## config.mk

```make
export PLATFORM = sky130hd
export DESIGN_NAME = lab1_bit_serializer
export DESIGN_NICKNAME = d
export VERILOG_FILES = /design/src/rtl/lab1_bit_serializer.sv
export SDC_FILE = /design/constraint.sdc
export NUM_CORES = 1
export LEC_CHECK = 0
export BUFFER_PORTS_ARGS = -buffer_cell sky130_fd_sc_hd__buf_4
export CORE_ASPECT_RATIO = 1.2
export CORE_MARGIN = 2
export CORE_UTILIZATION = 55
export CTS_CLUSTER_SIZE = 14
export DETAILED_ROUTE_END_ITERATION = 16
export HOLD_SLACK_MARGIN = 0.05
export PLACE_DENSITY = 0.75
export SLEW_MARGIN = 15
export SYNTH_ARGS = -nofsm -noshare
export SYNTH_HDL_FRONTEND = slang
export SYNTH_SLANG_ARGS = --single-unit
```

## constraint.sdc

```tcl
create_clock -name Clock -period 5.3 [get_ports Clock]
set_input_delay 0.53 -clock Clock [delete_from_list [all_inputs] [get_ports Clock]]
set_output_delay 0.53 -clock Clock [all_outputs]
set_load 0.01 [all_outputs]
```

## src/rtl/lab1_bit_serializer.sv

```systemverilog
// Byte-to-bit serializer: valid/ready push into a small FIFO, words shifted out MSB first,
// one bit per enabled clock, with back-to-back words and no bypass path.
module lab1_bit_serializer #(
  parameter int unsigned Width   = 8,
  parameter int unsigned Depth   = 4,
  parameter logic        IdleBit = 1'b0
) (
  input  logic                       Clock,
  input  logic                       Reset,
  input  logic [Width-1:0]           InData,
  input  logic                       InValid,
  output logic                       InReady,
  input  logic                       Enable,
  output logic                       SerialOut,
  output logic                       BitValid,
  output logic                       LastBit,
  output logic [$clog2(Depth):0]     Count,
  output logic                       Idle
);

  localparam int unsigned PW = $clog2(Depth);
  localparam int unsigned IW = $clog2(Width);
  localparam int unsigned CW = PW + 1;
  localparam logic [IW-1:0] LastIdx = IW'(Width - 1);
  localparam logic [CW-1:0] Full    = CW'(Depth);

  typedef enum logic [0:0] {StIdle, StShift} state_e;

  state_e            state_q, state_d;
  logic [IW-1:0]     idx_q, idx_d;
  logic [Width-1:0]  shreg_q, shreg_d;
  logic              serial_q, serial_d;
  logic              bit_valid_q, bit_valid_d;
  logic              last_bit_q, last_bit_d;
  logic [CW-1:0]     count_q, count_d;
  logic [PW-1:0]     wr_ptr_q, rd_ptr_q;
  logic [Width-1:0]  mem [Depth];

  logic push, pop, load, fifo_empty;

  assign InReady    = (count_q != Full);
  assign push       = InValid && InReady;
  assign fifo_empty = (count_q == '0);

  // Pop decisions use the pre-edge count, so a word pushed this edge is never popped this edge.
  always_comb begin
    state_d     = state_q;
    idx_d       = idx_q;
    shreg_d     = shreg_q;
    serial_d    = serial_q;
    bit_valid_d = 1'b0;
    last_bit_d  = last_bit_q;
    load        = 1'b0;
    if (Enable) begin
      unique case (state_q)
        StIdle: begin
          if (!fifo_empty) begin
            load = 1'b1;
          end else begin
            serial_d   = IdleBit;
            last_bit_d = 1'b0;
          end
        end
        StShift: begin
          if (idx_q != LastIdx) begin
            shreg_d     = {shreg_q[Width-2:0], 1'b0};
            serial_d    = shreg_q[Width-2];
            idx_d       = idx_q + IW'(1);
            bit_valid_d = 1'b1;
            last_bit_d  = ((idx_q + IW'(1)) == LastIdx);
          end else if (!fifo_empty) begin
            load = 1'b1;
          end else begin
            state_d    = StIdle;
            serial_d   = IdleBit;
            last_bit_d = 1'b0;
          end
        end
        default: state_d = StIdle;
      endcase
    end
    if (load) begin
      state_d     = StShift;
      shreg_d     = mem[rd_ptr_q];
      serial_d    = mem[rd_ptr_q][Width-1];
      idx_d       = '0;
      bit_valid_d = 1'b1;
      last_bit_d  = 1'b0;
    end
  end

  assign pop = load;

  always_comb begin
    count_d = count_q;
    if (push && !pop) begin
      count_d = count_q + CW'(1);
    end else if (pop && !push) begin
      count_d = count_q - CW'(1);
    end
  end

  always_ff @(posedge Clock or posedge Reset) begin
    if (Reset) begin
      state_q     <= StIdle;
      idx_q       <= '0;
      shreg_q     <= '0;
      serial_q    <= IdleBit;
      bit_valid_q <= 1'b0;
      last_bit_q  <= 1'b0;
      count_q     <= '0;
      wr_ptr_q    <= '0;
      rd_ptr_q    <= '0;
    end else begin
      state_q     <= state_d;
      idx_q       <= idx_d;
      shreg_q     <= shreg_d;
      serial_q    <= serial_d;
      bit_valid_q <= bit_valid_d;
      last_bit_q  <= last_bit_d;
      count_q     <= count_d;
      if (push) wr_ptr_q <= wr_ptr_q + PW'(1);
      if (pop)  rd_ptr_q <= rd_ptr_q + PW'(1);
    end
  end

  // Storage needs no reset: pointers and count define which entries are live.
  always_ff @(posedge Clock) begin
    if (push) mem[wr_ptr_q] <= InData;
  end

  assign SerialOut = serial_q;
  assign BitValid  = bit_valid_q;
  assign LastBit   = last_bit_q;
  assign Count     = count_q;
  assign Idle      = fifo_empty && (state_q == StIdle);

endmodule

```

### After elaboration in Yosys (flattened, before gate mapping)

Memories as Yosys holds them, arrays and structs flattened.
Index checks and enable logic that the tools add are counted.

| operators by class | value |
|---|---|
| bitwise gates (word level) | 1 |
| reductions and logical operators | 12 |
| multiplexer cells | 34 |
| eq/ne operators | 3 |
| add/sub/neg operators | 5 |

Operators with widths:

| cell | count |
|---|---|
| two-way mux 7 bit | 4 |
| two-way mux 1 bit | 21 |
| two-way mux 3 bit | 6 |
| nonzero test 2 bit | 4 |
| adder 3 x 1 -> 3 bit (second input constant) | 2 |
| != test 3 bit (second input constant) | 2 |
| one-hot mux 1 bit (2 select lines) | 3 |
| adder 2 x 1 -> 2 bit (second input constant) | 2 |
| logical AND 1 bit | 4 |
| equality test 3 bit (second input constant) | 1 |
| zero test 3 bit | 1 |
| AND reduction 3 bit | 1 |
| subtractor 3 x 1 -> 3 bit (second input constant) | 1 |
| zero test 1 bit | 2 |
| inverter 1 bit | 1 |

| storage, ports and cells | value |
|---|---|
| bits in registers | 21 |
| word-level logic and storage cells | 65 |
| input bits | 12 |
| memories kept | 1 |
| RAM bits | 32 |

Memories:

| memory | depth | width | rd ports | clocked after Yosys merged registers in | write ports | line | RTL |
|---|---|---|---|---|---|---|---|
| mem | 4 | 8 | 1 | 0 | 1 | 37 | `logic [Width-1:0] mem [Depth];` |

### Longest topological paths before layout

| logic depth | value |
|---|---|
| depth after elaboration | 8 |
| gate-level depth with buffers | 10 |
| gate-level depth less buffers | 10 |

### Worst setup path after synthesis

Ideal clock, no wire load.

| timing path | value |
|---|---|
| kind | register to register |
| start point | register idx_q[1] |
| end point | register count_q[2], in the netlist Count[2] |
| data arrival time | 2068 ps |
| path slack | 3153 ps |
| period minus slack after synthesis | 2147 ps |
| stages on the path, launching flop included | 11 |
| library setup time | 79 ps |
| cell sequence | dfrtp_1 -> ha_1 -> ha_1 -> nand2b_1 -> nand3_1 -> ha_1 -> inv_1 -> fa_1 -> xor2_1 -> nor2_1 -> xor2_1 |

| between the ends | value |
|---|---|
| word-level cells in the longest chain between the ends | 7 |
| elaborated cells between the ends (all ways) | 9 |
| those cells by class | eq/ne: 1; mux: 4; reduce/logical: 4 |

RTL lines:

| element | line | RTL |
|---|---|---|
| from (decl) | 30 | `logic [IW-1:0] idx_q, idx_d;` |
| from (signal assigned) | 116 | `idx_q <= idx_d;` |
| != test 3 bit * | 65 | `if (idx_q != LastIdx) begin` |
| two-way mux 1 bit * | 65 |  |
| one-hot mux 1 bit (2 select lines) * | 55 | `unique case (state_q)` |
| two-way mux 1 bit * | 54 | `if (Enable) begin` |
| zero test 1 bit | 96 | `if (push && !pop) begin` |
| logical AND 1 bit | 96 |  |
| two-way mux 3 bit or nonzero test 2 bit (tied branches) | - |  |
| to (signal assigned) | 121 | `count_q <= count_d;` |
| to (decl) | 35 | `logic [CW-1:0] count_q, count_d;` |

Every way passes the cells marked *; elsewhere a longest branch is shown, timed or not.
A chain may end at the register's enable or synchronous reset.

### Worst setup path after layout

Ends and elaborated chain as after synthesis.

==> impl_metrics.env <==
export IMPL_result_of_the_run="complete, no violations"
export IMPL_post_cts_setup_buffer_count=0
export IMPL_grt_usage_pct=17.2
export IMPL_first_global_vias=1218
export IMPL_grt_start_max_net_pins=22
export IMPL_vias_per_cell=5.57
export IMPL_ir_worst_vdd_mv=0.242
export IMPL_synth_cell_type_count=34
export IMPL_grt_overflow_total=0
export IMPL_cts_hold_buf=0
export IMPL_clock_fmax_mhz=414
export IMPL_clkSlewWorstSetupHoldPaths_ps=80
export IMPL_path_common_cell="sky130_fd_sc_hd__ha_1"
export IMPL_io_buffers=19
export IMPL_hp_class="in2async"
export IMPL_setup_violations=0
export IMPL_initial_utilization_pct=57.5
export IMPL_period_share_pct=45.6
export IMPL_die_h_um=74.3
export IMPL_synth_seq_area_share_pct=65.6
export IMPL_crit_family="adder cells"
export IMPL_cts_tree="done"
export IMPL_worst_endpoint_required_time_ps=5510
export IMPL_clk_latency_ps=290
export IMPL_design_portCount=20
export IMPL_slowest_delay_ps=420
export IMPL_gpl_final_weighted_congestion=0.694
export IMPL_route_vias_total=1191
export IMPL_num_antenna_cells=0
export IMPL_cts_buf_count=5
export IMPL_netlist_area_um2=2270
export IMPL_fp_dieW_um=62.6
export IMPL_regToRegSetupSlack_ps=2880
export IMPL_least_margin_pin_slew_ps=787
export IMPL_cts_repair_resized=0
export IMPL_filler_cell_count=295
export IMPL_clock_sinks=53
export IMPL_worst_path_cell_with_the_longest_stage_delay="sky130_fd_sc_hd__dfrtp_1"
export IMPL_place_detailed_hpwl_um=2470
export IMPL_drc=0
export IMPL_critPathMaxFanout=8
export IMPL_die_area_um2=4650
export IMPL_worstPathBufferInverterCount=1
export IMPL_antenna_violations_before_repair=0
export IMPL_critical_path_cell_chain="ha_1 -> ha_1 -> nand2b_1 -> nand3_1 -> ha_1 -> inv_1 -> fa_1 -> xor2_1 -> nor2_1 -> xor2_1"
export IMPL_drv_slew=0
export IMPL_synthDominantCellAreaShare_pct=42.4
export IMPL_final_min_clock_period_ps=2420
export IMPL_final_util_pct=64.9
export IMPL_flow_area_growth_from_synthesis_pct=12.9
export IMPL_synthesized_area_per_cell_um2=16.5
export IMPL_clock_tree_root_cell="sky130_fd_sc_hd__clkbuf_8"
export IMPL_detail_route_wl_per_cell_um=16.1
export IMPL_top_cells_by_area_in_the_synthesized_netlist="sky130_fd_sc_hd__edfxtp_1 (42%), sky130_fd_sc_hd__dfrtp_1 (23%), sky130_fd_sc_hd__mux4_2 (6.0%), sky130_fd_sc_hd__ha_1 (4.4%), sky130_fd_sc_hd__mux4_1 (2.3%)"
export IMPL_nets=180
export IMPL_synthesis_yosys_warnings=0
export IMPL_global_route_wire_length_before_repair_um=6000
export IMPL_drt_pre_antenna_iters=4
export IMPL_fin_setup_tns_ps=0
export IMPL_grt_setup_unrepaired="no"
export IMPL_syn_inst=137
export IMPL_final_antenna_net_count=0
export IMPL_drive_above_1_share_pct=26.9
export IMPL_fp_coreArea_um2=3940
export IMPL_worst_setup_path_end_kind="flip-flop"
export IMPL_p_leak_nw=0.996
export IMPL_yosys_area_top_type="sky130_fd_sc_hd__edfxtp_1"
export IMPL_max_cap_violations=0
export IMPL_core_rowCount=25
export IMPL_power_per_cell_area_nw_per_um2=510
export IMPL_worst_endpoint_arrival_ps=2630
export IMPL_slew_headroom_pct=47.4
export IMPL_synth_fp_nets=158
export IMPL_skew_ps=2.61
export IMPL_worstSetupPathType="reg2reg"
export IMPL_cts_max_path_buffers=2
export IMPL_hold_violations=0
export IMPL_routed_wl_um=3450
export IMPL_ys_seq_elements=53
export IMPL_cts_htree_levels=2
export IMPL_startpoint_type="flip-flop"
export IMPL_first_iter_violations=71
## cell usage in the layout, fill, tap and decap left out, types with 5 or more instances in the layout
cell type and n:
sky130_fd_sc_hd__edfxtp_1 32, sky130_fd_sc_hd__dfrtp_1 21, sky130_fd_sc_hd__buf_4 19, sky130_fd_sc_hd__inv_1 8
sky130_fd_sc_hd__ha_1 8, sky130_fd_sc_hd__mux4_2 6, sky130_fd_sc_hd__or3b_2 6, sky130_fd_sc_hd__o31ai_1 6
sky130_fd_sc_hd__a2bb2oi_1 6, sky130_fd_sc_hd__clkbuf_8 5
## registers in the layout, indices dropped and copies added, names as in the netlist
name / cells
mem: 32
Count: 3
idx_q: 3
state_q: 1
BitValid: 1
wr_ptr_q: 2
SerialOut: 1
LastBit: 1
shreg_q: 7
rd_ptr_q: 2
## final cells by class
type | instances | area [µm²] | share of cell area, %
Timing Repair Buffer | 19 | 143 | 5.58
Tap cell | 54 | 67.6 | 2.64
Sequential cell | 53 | 1490 | 58.1
Inverter | 9 | 36.3 | 1.42
Clock inverter | 2 | 33.8 | 1.32
Clock buffer | 6 | 72.6 | 2.84
Multi-Input combinational cell | 71 | 718 | 28.1
## routing by layer
metal	routed length [µm]	vias up	GRT usage, %
met1	1470	608	21.3
li1	-	559	-
met5	0	-	0
met2	1820	18	30.5
met3	109	6	4.08
met4	45	0	5.68
## per-stage QoR
step	power (mW)	cell area, µm²	setup WS [ps]	std cells	hold slack [ps]
global route	1.39	2560	2760	214	424
floorplan	0.948	2270	3150	137	449
finish	1.30	2560	2880	214	382
global placement	1.04	2450	3050	206	487
CTS	1.33	2560	2870	214	403
detailed placement	1.07	2450	2930	206	480
## where the power goes
group          total (mW)  internal, mW  switching (mW)
sequential          0.659         0.562          0.0975
combinational       0.390         0.213           0.177
clock               0.256         0.139           0.116
total                1.30         0.914           0.391
## final timing paths
path / from / end / depth (start not counted)
setup / recovery: idx_q[1] / Count[2] / 10
hold / removal: Reset / idx_q[1] / 2
setup reg to reg: idx_q[1] / Count[2] / 10
hold reg to reg: idx_q[2] / idx_q[2] / 1
max in group asynchronous: Reset / shreg_q[2] / 2
min in group Clock: InData[0] / mem[2][0] / 1
## kinds of logic (layout without fill, tap and decap cells)
group	count (synthesis)	in the layout	synth area share (%)
multiplexers	11	11	9.72
flip-flops	53	53	65.6
adder cells (fa/ha/maj)	9	9	5.30
AND/OR/NAND/NOR	25	25	6.90
XOR/XNOR	6	6	2.32
buffers and inverters	13	36	2.71
AO/OA/AOI/OAI	20	20	7.45
## cells in the mapped netlist (all sizes together)
| master | instances |
|---|---|
| nor2 | 4 |
| and2 | 4 |
| o2bb2ai | 2 |
| and2b | 1 |
| nor3 | 1 |
| a21boi | 1 |
| a2bb2oi | 6 |
| mux2i | 1 |
| edfxtp | 32 |
| dfrtp | 21 |
| xor2 | 2 |
| a32o | 1 |
| nand4 | 2 |
| mux4 | 8 |
| fa | 1 |
| xnor2 | 4 |
| o21ai | 3 |
| or3 | 1 |
| nand3 | 2 |
| o31ai | 6 |
| nand2b | 1 |
| a31oi | 1 |
| nand2 | 3 |
| mux2 | 2 |
| or3b | 6 |
| inv | 9 |
| ha | 8 |
| clkbuf | 2 |
| buf | 2 |
(Power assumes the default switching activity.)
